===== src/rtl/spike_pkg.sv =====
// Shared widths, field offsets, refractory FSM encoding and the mean clamp
// used by the spike event packer.
package spike_pkg;

  localparam int EVT_W     = 32;  // packed event word width
  localparam int TS_W      = 16;  // timestamp field width
  localparam int MEAN_W    = 16;  // saturated mean field width
  localparam int IN_MEAN_W = 31;  // mean width on the detector stream

  // Field offsets inside the detector word and the event word
  localparam int FLAG_BIT  = 31;
  localparam int TS_LSB    = 16;
  localparam int MEAN_LSB  = 0;

  typedef enum logic {
    ARMED = 1'b0,
    HOLD  = 1'b1
  } refr_state_t;

  // Unsigned clamp of the 31-bit running mean into 16 bits
  function automatic logic [MEAN_W-1:0] sat16(input logic [IN_MEAN_W-1:0] value);
    logic [IN_MEAN_W-1:0] v;
    v = value;
    if (v > 31'h0000_FFFF) return 16'hFFFF;
    return v[MEAN_W-1:0];
  endfunction

endpackage


===== src/rtl/sync_fifo.sv =====
// Single-clock FIFO with extra-MSB pointers. The head entry is presented
// combinationally; an empty FIFO presents zero.
module sync_fifo #(
  parameter int WIDTH = 33,
  parameter int DEPTH = 16
) (
  input  logic             clk,
  input  logic             rst,
  input  logic             wr_en,
  input  logic [WIDTH-1:0] wr_data,
  input  logic             rd_en,
  output logic [WIDTH-1:0] rd_data,
  output logic             full,
  output logic             empty,
  output logic             wr_accept
);

  localparam int AW = $clog2(DEPTH);

  logic [AW:0]      r_wr_ptr;
  logic [AW:0]      r_rd_ptr;
  logic [WIDTH-1:0] r_mem [DEPTH];

  logic w_do_rd;
  logic w_do_wr;

  assign empty     = (r_wr_ptr == r_rd_ptr);
  assign full      = (r_wr_ptr[AW] != r_rd_ptr[AW]) &&
                     (r_wr_ptr[AW-1:0] == r_rd_ptr[AW-1:0]);
  assign w_do_rd   = rd_en && !empty;
  // A full FIFO still takes a write when the head leaves in the same cycle
  assign wr_accept = !full || w_do_rd;
  assign w_do_wr   = wr_en && wr_accept;
  assign rd_data   = empty ? '0 : r_mem[r_rd_ptr[AW-1:0]];

  // Pointer advance on accepted writes and reads
  // NOTE: sequential state uses <= so every flop samples pre-edge values;
  // blocking = here would let one pointer's update leak into another's.
  always_ff @(posedge clk or posedge rst) begin
    if (rst) begin
      r_wr_ptr <= '0;
      r_rd_ptr <= '0;
    end else begin
      if (w_do_wr) r_wr_ptr <= r_wr_ptr + 1'b1;
      if (w_do_rd) r_rd_ptr <= r_rd_ptr + 1'b1;
    end
  end

  // Storage write
  // NOTE: the array is deliberately not reset; the pointers alone define
  // which entries are live, and a reset here would forbid RAM inference.
  always_ff @(posedge clk) begin
    if (w_do_wr) r_mem[r_wr_ptr[AW-1:0]] <= wr_data;
  end

endmodule


===== src/rtl/spike_event_packer.sv =====
// Refractory-filtered spike packer: timestamps accepted spikes, queues them
// in a FIFO and drains them through an AXI-Stream master with drop accounting.
module spike_event_packer
  import spike_pkg::*;
#(
  parameter int DEPTH   = 16,
  parameter int REFRACT = 8,
  parameter int BURST   = 8
) (
  input  logic        clk,
  input  logic        rst,
  input  logic [31:0] s_data,
  input  logic        s_valid,
  output logic [31:0] m_tdata,
  output logic        m_tvalid,
  input  logic        m_tready,
  output logic        m_tlast,
  output logic [31:0] spike_count,
  output logic [15:0] drop_count,
  output logic        overflow
);

  localparam int REF_W = (REFRACT > 0) ? $clog2(REFRACT + 1) : 1;

  refr_state_t      r_state;
  logic [REF_W-1:0] r_ref_cnt;
  logic [31:0]      r_ts_cnt;
  logic [7:0]       r_burst_cnt;
  logic [31:0]      r_spike_count;
  logic [15:0]      r_drop_count;
  logic             r_overflow;

  logic              w_flag;
  logic [MEAN_W-1:0] w_mean_sat;
  logic              w_accept;
  logic              w_push_ok;
  logic              w_pushed;
  logic              w_dropped;
  logic              w_tlast;
  logic [EVT_W-1:0]  w_evt_word;
  logic [EVT_W:0]    w_head;
  logic              w_full;
  logic              w_empty;

  assign w_flag     = s_data[FLAG_BIT];
  assign w_mean_sat = sat16(s_data[IN_MEAN_W-1:0]);
  assign w_accept   = s_valid && w_flag && (r_state == ARMED);
  assign w_pushed   = w_accept && w_push_ok;
  assign w_dropped  = w_accept && !w_push_ok;
  assign w_tlast    = (r_burst_cnt == 8'(BURST - 1));
  assign w_evt_word = {r_ts_cnt[TS_W-1:0], w_mean_sat};

  assign m_tvalid    = !w_empty;
  assign m_tdata     = w_head[EVT_W-1:0];
  assign m_tlast     = w_head[EVT_W];
  assign spike_count = r_spike_count;
  assign drop_count  = r_drop_count;
  assign overflow    = r_overflow;

  // Refractory FSM: every valid sample in HOLD counts down, flags are ignored
  always_ff @(posedge clk or posedge rst) begin
    if (rst) begin
      r_state   <= ARMED;
      r_ref_cnt <= '0;
    end else begin
      case (r_state)
        ARMED: begin
          if (w_accept && (REFRACT > 0)) begin
            r_state   <= HOLD;
            r_ref_cnt <= REF_W'(REFRACT);
          end
        end
        HOLD: begin
          if (s_valid) begin
            r_ref_cnt <= r_ref_cnt - REF_W'(1);
            if (r_ref_cnt == REF_W'(1)) r_state <= ARMED;
          end
        end
        default: r_state <= ARMED;
      endcase
    end
  end

  // Sample timestamp, event/drop accounting and burst position
  always_ff @(posedge clk or posedge rst) begin
    if (rst) begin
      r_ts_cnt      <= '0;
      r_spike_count <= '0;
      r_drop_count  <= '0;
      r_overflow    <= 1'b0;
      r_burst_cnt   <= '0;
    end else begin
      if (s_valid)  r_ts_cnt      <= r_ts_cnt + 32'd1;
      if (w_accept) r_spike_count <= r_spike_count + 32'd1;
      if (w_dropped) begin
        r_overflow <= 1'b1;
        if (r_drop_count != 16'hFFFF) r_drop_count <= r_drop_count + 16'd1;
      end
      // The burst position only moves when the event actually lands
      if (w_pushed) r_burst_cnt <= w_tlast ? 8'd0 : r_burst_cnt + 8'd1;
    end
  end

  sync_fifo #(
    .WIDTH (EVT_W + 1),
    .DEPTH (DEPTH)
  ) u_fifo (
    .clk       (clk),
    .rst       (rst),
    .wr_en     (w_accept),
    .wr_data   ({w_tlast, w_evt_word}),
    .rd_en     (m_tready),
    .rd_data   (w_head),
    .full      (w_full),
    .empty     (w_empty),
    .wr_accept (w_push_ok)
  );

endmodule


===== config.mk =====
export PLATFORM = sky130hd
export DESIGN_NAME = spike_event_packer
export DESIGN_NICKNAME = d
export VERILOG_FILES = /design/src/rtl/spike_pkg.sv /design/src/rtl/sync_fifo.sv /design/src/rtl/spike_event_packer.sv
export SDC_FILE = /design/constraint.sdc
export NUM_CORES = 1
export LEC_CHECK = 0
export BUFFER_PORTS_ARGS = -buffer_cell sky130_fd_sc_hd__buf_2
export CELL_PAD_IN_SITES_DETAIL_PLACEMENT = 0
export CELL_PAD_IN_SITES_GLOBAL_PLACEMENT = 1
export CORE_AREA = 2 2 278 280
export DETAILED_ROUTE_END_ITERATION = 7
export DIE_AREA = 0 0 280 282
export GPL_TIMING_DRIVEN = 0
export PLACE_DENSITY = 0.61
export SKIP_CTS_REPAIR_TIMING = 1
export SYNTH_ARGS = -nofsm -noshare
export SYNTH_HDL_FRONTEND = slang
export SYNTH_SLANG_ARGS = --single-unit

===== constraint.sdc =====
create_clock -name clk -period 4.6 [get_ports clk]
set_input_delay 0.23 -clock clk [delete_from_list [all_inputs] [get_ports clk]]
set_output_delay 0.23 -clock clk [all_outputs]
set_load 0.02 [all_outputs]

==> metrics, run 1 <==
status finished clean; Top Ports about 120; vias in the first global route about 13,000; share of post-route cells with drive strength above 1 0.299; fin. max-slew vios 0; slowest CP cell clkbuf_1; # port buffers 118; DRC 0; syn_nets 1,264; die area 0.0790 mm²; peak supply drop between 300 and 400 µV; worst path cell trace buf_2 > clkbuf_1 > clkbuf_1 > mux4_2 > a22oi_1 > a21oi_1 > buf_2; Layout area overhead 18.7%; Maximum Capacitance Violations 0; drt pass-1 iters 6; Hold Path Class in2reg; measured slew at the worst slew-check pin 1140 ps; Bufs on Longest Clock Path 3; first-pass GRT wire length roughly 84,000 µm; antenna-violating nets left 0; row cnt 101; Mapped Cells ~1,200; Setup crit end kind primary output; Avg Cell Area, Syn 19.8 µm²; Vias 12,300; Post-Route WL 56,100 µm; Syn Std Cell Area 0.0241 mm²; die extent in y 282 µm; antenna violations before repair 0; Finish-stage setup viols 0; DR vias/cell 4.97; Clock Tree Root clkbuf_16; YS warnings 0; slew margin rel. 0.239; post-DP HPWL about 37,000 µm; min Tclk post-route 4180 ps; CTS tree done; WS Path Type reg2out; Starting DRT DRC Count 968; Reg clk slew, reported paths 60 ps; number of distinct library cells after synthesis 44; Final Net Count 1,482; part of the Yosys area used for sequential elements 0.749; TritonCTS Buffers slightly below 70; pwr/cell area roughly 550 mW/mm²; ys flop type edfxtp_1; routed length per instance 22.7 µm; Final TNS setup 0 ps; gr usage total 0.144; CP arrival 3950 ps; endpoints failing hold 0; CTS sink cnt 616; final period utilization 0.909; CP max FO 10; Setup Skew 29.8 ps; dpl cell area 0.0264 mm²; Pleak 10.0 nW; crit path launch type register; Design Area, Final 0.0286 mm²; gpl congestion roughly 0.72; Worst EP required 4370 ps; FMAX between 200 and 250 MHz; number of H-tree levels 3; GR Overflow Total 0; slowest stage delay, CP 910 ps; largest net degree at the start of global routing 53; Initial Util 0.318; Core ar. 0.0757 mm²; RSZ-0062 raised after global routing false; die width 280 µm; worst skew pair latency 600 ps; synthesized flop and latch total 616; Antenna Cells 0; async set-reset flop share out of synthesis 0.143; number of enable flip-flop cells after synthesis approximately 530
## kinds of logic (layout without fill, tap and decap cells)
family / Yosys count / after routing / synth area share
XOR/XNOR: 78 / 78 / 0.0284
AND/OR/NAND/NOR: 192 / 192 / 0.0478
buffers and inverters: 70 / 342 / 0.0119
multiplexers: 137 / 137 / 0.126
flip-flops: 616 / 616 / 0.749
AO/OA/AOI/OAI: 113 / 113 / 0.0311
adder cells (fa/ha/maj): 11 / 11 / 0.00571
## path summary, 6_finish.rpt
kind                            slack (ps)                from  depth (start not counted)                  end
min in group asynchronous              220                 rst                          3        drop_count[3]
max in group asynchronous             3710                 rst                          4          r_ts_cnt[8]
worst max register to register        1170  u_fifo.r_rd_ptr[0]                         10  u_fifo.r_mem[6][19]
worst min-delay path                    40             s_valid                          3       spike_count[0]
worst max-delay path                   420  u_fifo.r_rd_ptr[1]                          7          m_tdata[17]
worst min register to register         470     spike_count[31]                          1      spike_count[31]
## registers in the layout (all words and copies together) (netlist names)
signal,flops
u_fifo.r_wr_ptr,5
r_burst_cnt,8
r_state,1
drop_count,16
r_ts_cnt,16
spike_count,32
r_ref_cnt,4
u_fifo.r_rd_ptr,5
u_fifo.r_mem,528
overflow,1
## stage by stage
| step | utilization | hold slack, ps | std cells | power (W) | setup WS (ps) |
|---|---|---|---|---|---|
| global placement | 0.342 | 455 | 2313 | 0.0105 | -3090 |
| floorplan | - | 384 | 1217 | 0.00910 | 241 |
| detailed placement | 0.348 | 312 | 2339 | 0.0106 | 1020 |
| global route | 0.378 | 18.8 | 2467 | 0.0164 | 318 |
| CTS | 0.377 | -345 | 2464 | 0.0160 | 350 |
| finish | 0.378 | 44.7 | 2467 | 0.0157 | 418 |
## worst max-delay path: cells and delay by family (launching register included)
family,cells,cell delay (ps)
flops,1,350
mux,1,370
compound gates,2,450
buf+inv,4,2160
## Yosys cell counts, types with 11 or more instances
library cell,n,area [µm²]
a21oi_1,35,175
a22oi_1,66,495
and3_1,22,138
buf_2,19,95.1
clkbuf_1,37,139
dfrtp_1,88,2200
edfxtp_1,528,15900
ha_1,11,138
inv_1,11,41.3
mux4_2,132,2970
nand2_1,35,131
nand3_1,27,135
nand4_1,25,156
nor2_1,13,48.8
or2_2,17,106
xnor2_1,67,587
xor2_1,11,96.3
## cell type report
class,count,area [µm²]
plain buffers,59,246
clock buffers,86,1810
clock inverters,39,394
fillers,6886,47100
inverters,11,43.8
multi-input cells,531,5790
flip-flops and latches,616,18100
well taps,978,1220
repair buffers,147,1030
## routing by layer
metal / vias to the layer above / wire [µm] / track usage
met5: - / 0 / 0
li1: 5408 / - / -
met3: 79 / 2730 / 0.0273
met2: 316 / 27300 / 0.237
met4: 0 / 1300 / 0.0421
met1: 6470 / 24700 / 0.194
## report_power, final
part           leakage [nW]  internal [W]  switching (W)
logic                  2.66       0.00140        0.00233
registers              6.28       0.00634       0.000276
clock network          1.08       0.00311        0.00221
total                  10.0        0.0109        0.00482
## placed cells by master, fill, tap and decap left out, types with 5 or more instances in the layout
cell         n
inv_1       10
buf_2      137
a21oi_1     35
ha_1        11
edfxtp_1   528
mux4_2     132
and3_1      18
a22oi_1     66
xor2_1      11
bufinv_16    5
clkinv_2    14
and4_1       7
clkbuf_1    52
nor2b_1      5
or2_2       17
nand3_1     27
clkinv_1    10
buf_12      12
nor3_1       8
buf_6       13
clkbuf_16   69
o21ai_0      7
mux2_2       5
nand4_1     25
dfrtp_1     88
nor2_1      13
nand2_1     35
xnor2_1     67
Note: power is estimated with default switching activity, not from simulation.
==> run 2, diff against run 1 <==
==> constraint.sdc (replaced) <==
create_clock -name clk -period 3.7 [get_ports clk]
set_input_delay 0.185 -clock clk [delete_from_list [all_inputs] [get_ports clk]]
set_output_delay 0.185 -clock clk [all_outputs]
set_load 0.02 [all_outputs]
==> run 2 against run 1 <==
  * Sequential power increased by 24%
  * Sequential share of layout area about the same
  * Via count increased by 0.18%
  * Critical endpoint is now m_tdata[26]
  * Cell area about the same
==> metrics, run 2 (same netlist as run 1, synthesis figures left out) <==
Vias 12,300 (+0.18%); antenna violations before repair 0 (unchanged); Design Area, Final 0.0286 mm² (about the same); Antenna Cells 0 (unchanged); status finished clean; met3 WL 2700 µm (-1.2%); Setup Skew 32.8 ps (+2.99 ps); DR WL met2 27,200 µm (-0.49%); M1 wire length 24,800 µm (+0.25%); Final Non-Filler Cells 2,468 (+0.041%); endpoints failing hold 0 (unchanged); slew margin rel. 0.260 (+0.0206); Bufs on Longest Clock Path 3 (unchanged); Layout area overhead 18.8% (about the same); final period utilization 0.950; post-DP HPWL 36,500 µm (unchanged); fin. max-slew vios 0 (unchanged); gpl congestion 0.722 (unchanged); CTS sink cnt 616 (unchanged); TritonCTS Buffers 69 (unchanged); Setup crit end kind primary output; crit path launch type register; routed length per instance 22.7 µm (-0.18%); CP Capture Point m_tdata[26]; Hold Path Class in2reg; Final WS setup 184 ps (-234 ps); reg2reg end u_fifo.r_mem[6][18]; DRC 0 (unchanged); post-layout total power 0.0195 W (+24%); Worst R2R Start u_fifo.r_rd_ptr[0]; Clock Tree Root clkbuf_16; Inst Count DP 2,339 (unchanged); DR vias/cell 4.98 (+0.14%); number of H-tree levels 3 (unchanged); Maximum Capacitance Violations 0 (unchanged); most frequent cells in the layout edfxtp_1 (528), buf_2 (135), mux4_2 (132); Reg2Reg Depth 10 (unchanged); row cnt 101 (unchanged); Initial Util 0.318 (unchanged); die width 280 µm (unchanged); Finish-stage setup viols 0 (unchanged); FMAX ~280 MHz; CP arrival 3330 ps (-620 ps); dpl cell area 0.0264 mm² (unchanged); Worst EP required 3510 ps (-860 ps); Reg clk slew, reported paths 60 ps (about the same); vias in the first global route 12,900 (unchanged); measured slew at the worst slew-check pin 1100 ps (-36.8 ps); Post-Route WL 56,000 µm (-0.14%); Setup crit start u_fifo.r_rd_ptr[1]; die extent in y 282 µm (unchanged); Top Ports 119 (unchanged); most common cell after layout, fill and taps aside edfxtp_1; Final Net Count 1,483 (+0.067%); GR Overflow Total 0 (unchanged); reg-to-reg setup timing slack 270 ps (-900 ps); pwr/cell area 681 mW/mm² (+24%); die area 0.0790 mm² (unchanged); Pleak 10.0 nW (+0.21%); largest net degree at the start of global routing 53 (unchanged); CTS tree done; Starting DRT DRC Count 967 (-0.10%); worst skew pair latency 610 ps (about the same); Placement Setup Slack 160 ps (-855 ps); CP max FO 10 (unchanged); min Tclk post-route 3520 ps; max FFs per register 528 (unchanged); Core ar. 0.0757 mm² (unchanged); peak supply drop 400 µV (+23%); WS Path Type reg2out; Hold Startpoint s_data[11]; drt pass-1 iters 5 (-1); DR top layer met4; # port buffers 118 (unchanged); first-pass GRT wire length 83,700 µm (unchanged); RSZ-0062 raised after global routing false; gr usage total 0.144 (unchanged); antenna-violating nets left 0 (unchanged); share of post-route cells with drive strength above 1 0.302 (+0.00316)
[run 2: report_power, final]
part / total [W] / internal (W) / switching (W)
Sequential: 0.00823 / 0.00788 / 0.000343
Combinational: 0.00464 / 0.00175 / 0.00288
Clock: 0.00664 / 0.00387 / 0.00277
[run 2: how the worst min path moves through the flow]
stage	end	slack, ps	cells past startpoint
final	u_fifo.r_mem[4][11]	80	2
after floorplan	r_state	340	2
after CTS	drop_count[3]	-390	2
after detailed placement	drop_count[3]	270	2
after global routing	u_fifo.r_mem[12][11]	70	2
after global placement	overflow	460	1
[run 2: final cells by class]
type	instances	area [µm²]
repair buffers	148	1040
plain buffers	59	258
inverters	11	43.8
multi-input cells	531	5790
fillers	6889	47100
well taps	978	1220
clock buffers	86	1810
flip-flops and latches	616	18100
clock inverters	39	394
[run 2: layer usage]
layer	vias up	GRT usage
li1	5411	-
met1	6487	0.194
met2	317	0.237
met3	80	0.0273
met4	0	0.0421
met5	-	0
[run 2: metrics by stage]
step           hold slack [ps]  TNS (ps)   util
2_1_floorplan              339    -85880      -
6_report                  80.4         0  0.378
3_3_place_gp               455   -572100  0.342
4_1_cts                   -390     -6070  0.377
3_5_place_dp               267         0  0.348
5_1_grt                   65.2         0  0.378
[run 2: worst max-delay path: stages, from the launching register on]
cell      delay [ps]
dfrtp_1          350
buf_2            280
clkbuf_2         430
buf_1            620
mux4_2           330
a22oi_1           90
a21oi_1          390
buf_2            240
==> run 3, diff against run 2 <==
--- a/config.mk
+++ b/config.mk
@@ -12,7 +12,7 @@
 export DETAILED_ROUTE_END_ITERATION = 7
 export DIE_AREA = 0 0 280 282
 export GPL_TIMING_DRIVEN = 0
-export PLACE_DENSITY = 0.61
+export PLACE_DENSITY = 0.59
 export SKIP_CTS_REPAIR_TIMING = 1
 export SYNTH_ARGS = -nofsm -noshare
 export SYNTH_HDL_FRONTEND = slang
==> constraint.sdc (replaced) <==
create_clock -name clk -period 4.44 [get_ports clk]
set_input_delay 0.222 -clock clk [delete_from_list [all_inputs] [get_ports clk]]
set_output_delay 0.222 -clock clk [all_outputs]
set_load 0.02 [all_outputs]
==> run 3 against run 2 <==
  * Sequential share of layout area is essentially flat
  * Core utilization about the same
  * Sequential power shrank 17%
  * Largest cell class unchanged
  * Combinational power fell by 16%
  * Critical path depth is the same
  * Total power fell by 17%
  * First-iteration DRC count rose by 16%
==> metrics, run 3 (same netlist as run 1, synthesis figures left out) <==
status finished clean; post-DP HPWL 36,900 µm (+1.0%); Maximum Capacitance Violations 0 (unchanged); TritonCTS Buffers 70 (+1.4%); Setup crit end kind primary output; gpl congestion 0.720 (-0.32%); crit path launch type register; CTS tree done; Clock Tree Root clkbuf_16; combinational fraction of design power 0.240 (+0.002); die extent in y 282 µm (unchanged); endpoints failing hold 0 (unchanged); die area 0.0790 mm² (unchanged); Post-Route WL 57,700 µm (+3.0%); Layout area overhead 18.7% (about the same); internal power 0.0112 W (-17%); antenna-violating nets left 0 (unchanged); post-layout total power 0.0163 W (-17%); Setup Skew 20.8 ps (-12.0 ps); Final Net Count 1,486 (+0.20%); DRC 0 (unchanged); P_sw 0.00506 W (-16%); Antenna Cells 0 (unchanged); slowest stage delay, CP 760 ps (+140 ps); DR vias/cell 4.99 (+0.15%); slowest CP cell buf_1; peak supply drop 298 µV (-26%); worst path cell trace buf_2 > clkbuf_1 > buf_1 > mux4_2 > a22oi_1 > a21oi_1 > buf_2; Starting DRT DRC Count 1,120 (+16%); RSZ-0062 raised after global routing false; WS Path Type reg2out; CP arrival 3680 ps (+350 ps); gr usage total 0.148 (+0.00429); Final WS setup 537 ps (+353 ps); Fillers 6,936 (+0.68%); most frequent cells in the layout edfxtp_1 (528), buf_2 (137), mux4_2 (132); Vias 12,300 (+0.24%); Bufs on Longest Clock Path 3 (unchanged); share of post-route cells with drive strength above 1 0.299 (-0.00309); largest net degree at the start of global routing 53 (unchanged); Finish-stage setup viols 0 (unchanged); Worst EP required 4220 ps (+710 ps); Reg2Reg Depth 11 (+1); reg-to-reg setup timing slack 990 ps (+720 ps); drt pass-1 iters 5 (unchanged); CTS sink cnt 616 (unchanged); Final TNS setup 0 ps (unchanged); Core ar. 0.0757 mm² (unchanged); fin. max-slew vios 0 (unchanged); most common cell after layout, fill and taps aside edfxtp_1; slew margin rel. 0.300 (+0.0399); Final Non-Filler Cells 2,470 (+0.081%); pwr/cell area 568 mW/mm² (-17%); Reg clk slew, reported paths 60 ps (about the same); final core occ 0.378 (about the same); Pleak 10.0 nW (-0.20%); FMAX approximately 260 MHz; Worst R2R Start u_fifo.r_rd_ptr[0]; measured slew at the worst slew-check pin 1040 ps (-59.5 ps); first-pass GRT wire length 85,600 µm (+2.3%); Worst Hold Path EP spike_count[0]; row cnt 101 (unchanged); Initial Util 0.318 (unchanged); area occupied by registers 0.0181 mm² (unchanged); Top Ports 119 (unchanged); Clock Power Share 0.338 (-0.002); # port buffers 118 (unchanged); area of the multi-input gates 0.00579 mm² (unchanged); vias in the first global route 13,000 (+1.1%); Sw Ratio 0.312 (+0.00417); number of H-tree levels 3 (unchanged); Hold Path Class in2reg; Reg power frac 0.422 (about the same); Placement Setup Slack 998 ps (+838 ps); Hold Startpoint s_valid; max FFs per register 528 (unchanged); antenna violations before repair 2 (+2); CP top delay family buffers and inverters; reg2reg end u_fifo.r_mem[5][15]; Inst Count DP 2,342 (+0.13%); routed length per instance 23.4 µm (+3.0%); worst skew pair latency 610 ps (about the same); die width 280 µm (unchanged); cell mode on critical path buf_2; CP max FO 10 (unchanged); final period utilization 0.879; Hold Path Depth 3 (+1); GR Overflow Total 0 (unchanged); min Tclk post-route approximately 4000 ps; worst path bufs/invs 4 (unchanged)
## run 3: area by class of cell
cell class,instances,share of cell area
flip-flops and latches,616,0.631
multi-input cells,531,0.202
clock buffers,90,0.0649
clock inverters,35,0.0109
plain buffers,59,0.00862
inverters,11,0.00153
repair buffers,150,0.0376
well taps,978,0.0428
## run 3: worst register-to-register path: stages, from the launching register on
cell and delay (ps):
dfrtp_1 380, buf_2 220, xnor2_1 160, nand4_1 230, o31a_1 190, buf_2 230, buf_2 250, nand2_1 170
nor3b_2 760, buf_8 240, buf_6 180, buf_6 160
## run 3: how the worst max path moves through the flow
stage | from | end | slack, ps | depth (start not counted)
after floorplan | u_fifo.r_rd_ptr[0] | u_fifo.r_mem[5][0] | 80 | 8
after global placement | u_fifo.r_rd_ptr[0] | u_fifo.r_mem[5][14] | -3370 | 8
after detailed placement | u_fifo.r_rd_ptr[0] | u_fifo.r_mem[5][14] | 1000 | 11
after CTS | u_fifo.r_rd_ptr[1] | m_tdata[17] | 360 | 7
after global routing | u_fifo.r_rd_ptr[1] | m_tdata[28] | 310 | 7
final | u_fifo.r_rd_ptr[1] | m_tdata[29] | 540 | 7
## run 3: metal layers
| layer | share of wire | GRT usage |
|---|---|---|
| met5 | 0.00012 | 0 |
| met4 | 0.021 | 0.0383 |
| met3 | 0.057 | 0.0297 |
| met2 | 0.48 | 0.246 |
| met1 | 0.44 | 0.200 |
## run 3: power groups by stage
stage | combinational, W | clock, W | sequential [W]
after detailed placement | 0.00400 | 0 | 0.00698
after floorplan | 0.00252 | 0 | 0.00690
after global placement | 0.00397 | 0 | 0.00696
final | 0.00389 | 0.00550 | 0.00686
after CTS | 0.00401 | 0.00564 | 0.00686
after global routing | 0.00423 | 0.00585 | 0.00690
## run 3: stage by stage
step	hold WS, ps	instance area (µm²)
after floorplan	376	24100
after global placement	454	25900
after detailed placement	302	26400
after CTS	-359	28600
after global routing	1.98	28600
final	9.23	28600
